==> src/rtl/everloop_pkg.sv <==
// Shared definitions for the everloop LED ring datapath (fetch and serializer).
// Holds the fetch FSM state type, the gap-counter width and the helpers that
// turn board-level parameters into frame length and latch-gap length in cycles.
package everloop_pkg;

  // The latch-gap counter is 24 bits wide; long gaps at high clock rates fit.
  localparam int GAP_CNT_W = 24;

  typedef enum logic [2:0] {
    IDLE,   // line held low, waiting for enable
    GAP,    // inter-frame latch gap running
    ARM,    // waiting for the serializer to request the next byte
    READ,   // RAM access cycle
    LATCH,  // RAM data captured into the output byte
    DRAIN   // last byte handed over, waiting for it to finish shifting
  } state_t;

  // Number of bytes in one frame.
  function automatic int frame_bytes(input int led_count, input int bytes_per_led);
    return led_count * bytes_per_led;
  endfunction

  // Latch gap in clock cycles: ceil(sys_freq_hz * reset_us / 1e6).
  function automatic logic [GAP_CNT_W-1:0] reset_counter(input longint sys_freq_hz,
                                                         input longint reset_us);
    longint cycles;
    cycles = (sys_freq_hz * reset_us + longint'(999_999)) / longint'(1_000_000);
    return GAP_CNT_W'(cycles);
  endfunction

endpackage

==> src/rtl/everloop_gap_timer.sv <==
// Latch-gap timer for the everloop fetch FSM.
// Counts clock cycles while start is high and flags the last cycle of the gap.
// Ports:
//   clk   - system clock
//   rst   - synchronous, active-low reset
//   clear - forces the count back to zero (takes priority over start)
//   start - count one cycle
//   tc    - high while counting and the count equals TERMINAL
module everloop_gap_timer
  import everloop_pkg::*;
#(
  parameter logic [GAP_CNT_W-1:0] TERMINAL = GAP_CNT_W'(99)
) (
  input  logic clk,
  input  logic rst,
  input  logic clear,
  input  logic start,
  output logic tc
);

  logic [GAP_CNT_W-1:0] count;

  // NOTE: sequential state uses <= so every flop samples pre-edge values and
  // the order of statements inside the block cannot change the result.
  always_ff @(posedge clk) begin
    if (!rst || clear) begin
      count <= '0;
    end else if (start) begin
      count <= count + 1'b1;
    end
  end

  assign tc = start && (count == TERMINAL);

endmodule

==> src/rtl/everloop_fetch.sv <==
// Byte sequencer feeding the everloop serializer.
// Reads frame bytes (G,R,B,W per LED) from a synchronous LED-image RAM and
// hands one byte to the serializer per en_rd request, then holds the LED line
// low for the latch gap before starting the next frame.
// Constraint: LED_COUNT*BYTES_PER_LED must not exceed 2**ADDR_WIDTH.
// Ports:
//   clk            - system clock
//   rst            - synchronous, active-low reset
//   enable         - refresh continuously; looked at only at frame boundaries
//   en_rd          - serializer request: previous byte fully shifted out
//   ack            - one-cycle strobe: data_RGB is valid
//   data_RGB       - byte to serialize
//   reset_everloop - force LED line low (latch gap / idle)
//   ram_rd         - RAM read enable
//   ram_addr       - RAM read address (holds while ram_rd is low)
//   ram_data       - RAM read data, valid the cycle after ram_rd
//   frame_done     - one-cycle pulse once the last byte has shifted out
module everloop_fetch
  import everloop_pkg::*;
#(
  parameter int SYS_FREQ_HZ   = 100_000_000,  // set to the real board clock
  parameter int LED_COUNT     = 35,
  parameter int BYTES_PER_LED = 4,
  parameter int ADDR_WIDTH    = 8,
  parameter int RESET_US      = 80
) (
  input  logic                  clk,
  input  logic                  rst,
  input  logic                  enable,
  input  logic                  en_rd,
  output logic                  ack,
  output logic [7:0]            data_RGB,
  output logic                  reset_everloop,
  output logic                  ram_rd,
  output logic [ADDR_WIDTH-1:0] ram_addr,
  input  logic [7:0]            ram_data,
  output logic                  frame_done
);

  localparam int FRAME_BYTES = frame_bytes(LED_COUNT, BYTES_PER_LED);
  localparam logic [GAP_CNT_W-1:0] RESET_COUNTER =
    reset_counter(longint'(SYS_FREQ_HZ), longint'(RESET_US));
  localparam logic [ADDR_WIDTH-1:0] LAST_IDX = ADDR_WIDTH'(FRAME_BYTES - 1);

  state_t                  state, state_n;
  logic [ADDR_WIDTH-1:0]   idx, idx_n;
  logic                    ack_n, frame_done_n, ram_rd_n, reset_everloop_n;
  logic [7:0]              data_n;
  logic [ADDR_WIDTH-1:0]   ram_addr_n;
  logic                    gap_tc;

  // Counter is held at zero outside GAP, so every gap starts from a clean count.
  everloop_gap_timer #(
    .TERMINAL (RESET_COUNTER - GAP_CNT_W'(1))
  ) u_gap_timer (
    .clk   (clk),
    .rst   (rst),
    .clear (state != GAP),
    .start (state == GAP),
    .tc    (gap_tc)
  );

  // NOTE: every variable gets its default before the case statement, so no
  // path leaves one unassigned and no latch is inferred.
  always_comb begin
    state_n          = state;
    idx_n            = idx;
    ack_n            = 1'b0;
    frame_done_n     = 1'b0;
    ram_rd_n         = 1'b0;
    ram_addr_n       = ram_addr;
    data_n           = data_RGB;
    reset_everloop_n = reset_everloop;

    case (state)
      IDLE: begin
        reset_everloop_n = 1'b1;
        if (enable) state_n = GAP;
      end
      GAP: begin
        reset_everloop_n = 1'b1;
        if (gap_tc) state_n = ARM;
      end
      ARM: begin
        if (en_rd) begin
          ram_rd_n   = 1'b1;
          ram_addr_n = idx;
          state_n    = READ;
        end
      end
      READ: begin
        state_n = LATCH;
      end
      LATCH: begin
        // The line is released with the first byte of the frame, so the
        // first bit starts cleanly on an en_rd boundary.
        data_n           = ram_data;
        ack_n            = 1'b1;
        reset_everloop_n = 1'b0;
        if (idx == LAST_IDX) begin
          idx_n   = '0;
          state_n = DRAIN;
        end else begin
          idx_n   = idx + 1'b1;
          state_n = ARM;
        end
      end
      DRAIN: begin
        // en_rd here means the last byte has left the serializer.
        if (en_rd) begin
          frame_done_n     = 1'b1;
          reset_everloop_n = 1'b1;
          state_n          = enable ? GAP : IDLE;
        end
      end
      default: begin
        state_n = IDLE;
      end
    endcase
  end

  always_ff @(posedge clk) begin
    if (!rst) begin
      state          <= IDLE;
      idx            <= '0;
      ack            <= 1'b0;
      data_RGB       <= '0;
      reset_everloop <= 1'b1;
      ram_rd         <= 1'b0;
      ram_addr       <= '0;
      frame_done     <= 1'b0;
    end else begin
      state          <= state_n;
      idx            <= idx_n;
      ack            <= ack_n;
      data_RGB       <= data_n;
      reset_everloop <= reset_everloop_n;
      ram_rd         <= ram_rd_n;
      ram_addr       <= ram_addr_n;
      frame_done     <= frame_done_n;
    end
  end

endmodule

==> config.mk <==
export PLATFORM = sky130hd
export DESIGN_NAME = everloop_fetch
export DESIGN_NICKNAME = d
export VERILOG_FILES = /design/src/rtl/everloop_pkg.sv /design/src/rtl/everloop_gap_timer.sv /design/src/rtl/everloop_fetch.sv
export SDC_FILE = /design/constraint.sdc
export NUM_CORES = 1
export LEC_CHECK = 0
export CAP_MARGIN = 10
export CORE_ASPECT_RATIO = 1.75
export CORE_UTILIZATION = 50
export DETAILED_ROUTE_END_ITERATION = 8
export HOLD_SLACK_MARGIN = 0.15
export PLACE_DENSITY = 0.73
export SYNTH_ARGS = -nofsm -noshare
export SYNTH_HDL_FRONTEND = slang
export SYNTH_HIERARCHICAL = 1
export SYNTH_SLANG_ARGS = --single-unit
==> constraint.sdc <==
create_clock -name clk -period 5.2 [get_ports clk]
set_clock_uncertainty 0.15 [all_clocks]
set_input_delay 0.78 -clock clk [delete_from_list [all_inputs] [get_ports clk]]
set_output_delay 0.78 -clock clk [all_outputs]
set_load 0.03 [all_outputs]
# --- Word-level counts from Yosys, hierarchy flattened ---
# Index checks and enable logic that the tools add are counted.
totals:
  register_bits: 55
  inputBits: 12
  output_inout_bits: 20
  elab_cells: 46
op_classes:
  n_addsub: 2
  n_eq_ne: 12
  mux: 12
  reduce_logical: 11
op_table:
  columns: ["operator", "count"]
  rows:
  - ["adder 24 x 1 -> 24 bit (second input constant)", 1]
  - ["equality test 24 x 13 -> 1 bit (second input constant)", 1]
  - ["case mux 3 bit (6 select lines)", 1]
  - ["two-way mux 3 bit", 5]
  - ["adder 8 x 1 -> 8 bit (second input constant)", 1]
  - ["equality test 8 bit (second input constant)", 1]
  - ["two-way mux 8 bit", 1]
  - ["inequality test 2 bit (second input constant)", 4]
  - ["AND reduction 2 bit", 4]
  - ["equality test 3 x 2 -> 1 bit (second input constant)", 2]
  - ["equality test 3 bit (second input constant)", 2]
  - ["two-way mux 1 bit", 4]
  - ["AND reduction 4 bit", 1]
  - ["equality test 3 x 1 -> 1 bit (second input constant)", 1]
  - ["zero test 3 bit", 1]
  - ["inequality test 3 x 1 -> 1 bit (second input constant)", 1]
  - ["case mux 1 bit (3 select lines)", 1]
  - ["nonzero test 3 bit", 1]
  - ["OR reduction 2 bit", 1]
  - ["logical AND 1 bit", 1]
  - ["zero test 1 bit", 1]
  - ["logical OR 1 bit", 1]

# --- Depth between registers and ports, before layout ---
logic_depth:
  ltp_word: 4
  mapped_depth: 12
  depth_no_buf: 9

# --- Cells and area by module ---
# The synthesis kept the hierarchy.
modules_own_cells:
  columns: ["module", "instances", "cells_per_inst", "area_each_um2", "seq_area_each_um2"]
  rows:
  - ["everloop_fetch", 1, 143, 1351.3, 620.6]
  - ["everloop_gap_timer", 1, 138, 1143.6, 480.5]

# --- Worst setup path before layout ---
# Ideal clock, no wire load.
synth_path:
  path_kind: "register to register"
  startpoint: "register state[1]"
  endpoint: "register u_gap_timer.count[23]"
  setup_time_ns: 0.070
  t_arrival_ns: 2.261
  t_required_ns: 4.980
  path_slack_ns: 2.719
  path_stages_with_launch: 10
  n_path_buf: 3
  period_less_slack_ns: 2.481
  cell_sequence: "dfxtp_1 -> buf_2 -> and2b_2 -> nor2b_1 -> buf_4 -> nand4_2 -> or4_1 -> buf_2 -> or4_1 -> a21oi_1"
synth_between:
  elab_chain_cells: 2
  elab_cells_between_ends: 3
  classes_between: "eq/ne: 2; reduce/logical: 1"
synth_lines:
  columns: ["element", "line", "source"]
  rows:
  - ["start, declared", "everloop_fetch.sv:45", "state_t state, state_n;"]
  - ["start signal, assigned", "everloop_fetch.sv:133", "state <= state_n;"]
  - ["inequality test 3 x 1 -> 1 bit", "everloop_fetch.sv:58", ".clear (state != GAP),"]
  - ["logical OR 1 bit", "everloop_gap_timer.sv:26", "if (!rst || clear) begin"]
  - ["end signal, assigned", "everloop_gap_timer.sv:29", "count <= count + 1'b1;"]
  - ["end, declared", "everloop_gap_timer.sv:21", "logic [GAP_CNT_W-1:0] count;"]
# Parallel ways exist; a longest one is shown, timed or not.
# A chain may end at the register's enable or synchronous reset.

# --- Worst setup path in the final report ---
layout_path:
  startpoint: "register state[0]"
  endpoint: "register u_gap_timer.count[23]"
# Same word-level chain as after synthesis.

==> summary.md <==
| Metric | Value |
|---|---|
| Initial antenna violation count | 0 |
| IO buf count | 31 |
| Worst-margin pin slew | around 0.9 ns |
| Top cells by area, synth | dfxtp_1, nand2_1, mux2i_1 |
| Cells after synthesis | around 280 |
| DR iter-0 viols | 55 |
| Max-Cap Viols | 0 |
| Cts repair resizes | 0 |
| Area growth syn-to-layout | 15.7% |
| Mapped Avg Cell Area | just under 9 sq um |
| Initial Utilization | ~53% |
| Critical path, cell by cell | and2b_2, nor2b_1, nand4_2, or4_1, or4_1, a21oi_1 |
| Clk slew on worst S/H paths | roughly 0.10 ns |
| CTS tree | yes |
| Top FF cell, synth | dfxtp_1 |
| Final wirelength | around 4700 um |
| First-pass GRT wire length | 8210 um |
| Top cells by count, synth | dfxtp_1, nand2_1, nor2_1 |
| Count leader, synth | dfxtp_1 |
| Worst rel slew slack | roughly two fifths |
| Synthesis-stage register bit count | 55 |
| GP Congestion | about 0.8 |
| Unrepaired setup endpoints after global routing | no |
| Slew Viols, Final | 0 |
| Fraction of layout cells with a size suffix above 1 | 6.23% |
| Clk Latency, worst-skew pair | approximately 0.31 ns |
| Fin Hold WS | roughly 0.32 ns |
| Leak | about 0.92 nW |
| Post-synth ARST share | 0% |
| Vias | about 2k |
| Setup Fix Bufs, Post-CTS | 0 |
| Reg2Reg Depth | 6 |
| Critical path's slowest cell | or4_1 |
| Critical Path AT | about 3.2 ns |
| Antenna-violating nets left | 0 |
| Clk Tree Root Cell | clkbuf_8 |
| Worst hold path class | reg -> reg |
| Drt wl/cell | 13.2 um |
| Setup CP Type | reg -> reg |
| IO Pins | 32 |
| Sum Neg Setup Slack | 0 ns |
| Min cycle time layout | between 3 and 4 ns |
| Worst Path Max Fanout | 13 |
| Syn Nets | ~300 |
| H-tree levels | 2 |
| Worst Setup Start Kind | flop |
| Residual DRC | 0 |
| Hold_buf cts | 0 |
| Seq/Total Area, Yosys | roughly 44% |
| CP Depth | 6 |
| FMAX | between 300 and 400 MHz |
| YS warnings | 6 |
| Die Wd | 55.4 um |
| Post-synth EDFFs | 0 |
| Total CTS buffers | 5 |
| Vias in the first global route | 1934 |
| PD cells | 291 nW/um^2 |
| Status | completed |
| Distinct cell type count after synthesis | 42 |
| Die height | between 90 and 100 um |
| Num rows | 33 |
| Worst path most repeated cell | or4_1 |
| Ant. Diodes | 0 |
| Core area | 4750 sq um |
| DRT Pass-1 Iters | 4 |
| CP bufs+invs | 0 |
| Synth area leader | dfxtp_1 |
| Global router's overall resource usage | 19.1% |
| Fin. Hold Viols | 0 |
| Crit path capture type | flop |
| Largest net degree at the start of global routing | 26 |
| Die area | 5290 sq um |
| Total power | between 800 and 900 uW |
| Hpwl dp | between 3000 and 4000 um |
| Peak supply drop | 0.000218 V |
| Critical Path Max Stage Delay | 0.70 ns |
| Critical Path RT | 5.28 ns |
| Share of the synthesized area in the top cell type | between 40% and 50% |
| Clock Sink Count | 55 |
| Clk buf depth | 2 |
| Final Cell Area | between 2000 and 3000 sq um |
| GRT overflow | 0 |
| Vias per cell | 5.52 |
| Syn Std Cell Area | around 2500 sq um |
| CP delay by family, top | simple AND/OR/NAND/NOR gates |
| Final period utilization | 60.2% |
| Fin nets | 318 |
| Hold Crit Depth | 2 |
| Placed Area | between 2000 and 3000 sq um |
| Setup violations, final | 0 |
## cell families after synthesis
family,synth area share [%]
and+or+nand+nor,29.9
adders and majority gates,1.00
buffers and inverters,4.31
muxes,4.01
AOI/OAI and AO/OA,9.93
xor gates and xnor gates,6.67
DFF,44.1
## worst register-to-register path: cells and delay by family, from the launching register on
family           cells  cell delay [ns]
AND/OR/NAND/NOR      5             2.20
flip-flops           1             0.56
AO/OA/AOI/OAI        1             0.15
## report_power, final
group	total [mW]	switching (mW)	internal, mW	leakage [nW]
Clock	0.247	0.138	0.109	0.0474
Sequential	0.461	0.0233	0.437	0.444
Combinational	0.133	0.0753	0.0577	0.427
## cells in the final DEF (no fill, tap or decap), types with 9 or more instances in the layout
cell             instances
xor2_1                   9
o21ai_0                 10
a21boi_0                 9
a21oi_1                 12
clkdlybuf4s50_1         31
nor2b_1                 10
nor2_1                  26
dfxtp_1                 55
mux2i_1                 10
xnor2_1                 10
nand2_1                 34
## per-layer routing
metal | track usage, % | share of wire [%] | up-vias
met1 | 20.1 | 42 | 929
met5 | 0 | 0 | -
li1 | - | - | 1019
met4 | 8.75 | 1.1 | 0
met3 | 2.58 | 1.3 | 5
met2 | 36.8 | 56 | 19
## cell type report
type | count | area [sq um]
fill | 424 | 1860
sequential | 55 | 1100
tap | 52 | 65.1
clock buffer | 6 | 82.6
inverter | 7 | 26.3
multi-input combinational | 204 | 1290
clock inverter | 2 | 16.3
timing repair buffer | 31 | 310
## sequential cells by signal, indices dropped and copies added, names as in the netlist
signal             cells
ack                    1
data_RGB               8
frame_done             1
idx                    8
ram_addr               8
ram_rd                 1
reset_everloop         1
state                  3
u_gap_timer/count     24
## path summary, 6_finish.rpt
check / startpoint / endpoint / slack, ns
max: state[0]$_SDFFE_PN0P_ / u_gap_timer/count[23]$_SDFFE_PP0P_ / 2.07
min: data_RGB[4]$_SDFFE_PN0N_ / data_RGB[4]$_SDFFE_PN0N_ / 0.32
max reg2reg: state[0]$_SDFFE_PN0P_ / u_gap_timer/count[23]$_SDFFE_PP0P_ / 2.07
min reg2reg: data_RGB[4]$_SDFFE_PN0N_ / data_RGB[4]$_SDFFE_PN0N_ / 0.32
## metrics by stage
stage / instances / setup WS [ns] / util [%]
after global placement: 349 / 2.17 / 58.7
final: 357 / 2.07 / 60.8
after floorplan: 281 / 2.72 / -
after detailed placement: 349 / 2.10 / 58.7
after global routing: 357 / 1.74 / 60.8
after CTS: 357 / 2.08 / 60.8
Power figures use the tool's default switching activity.
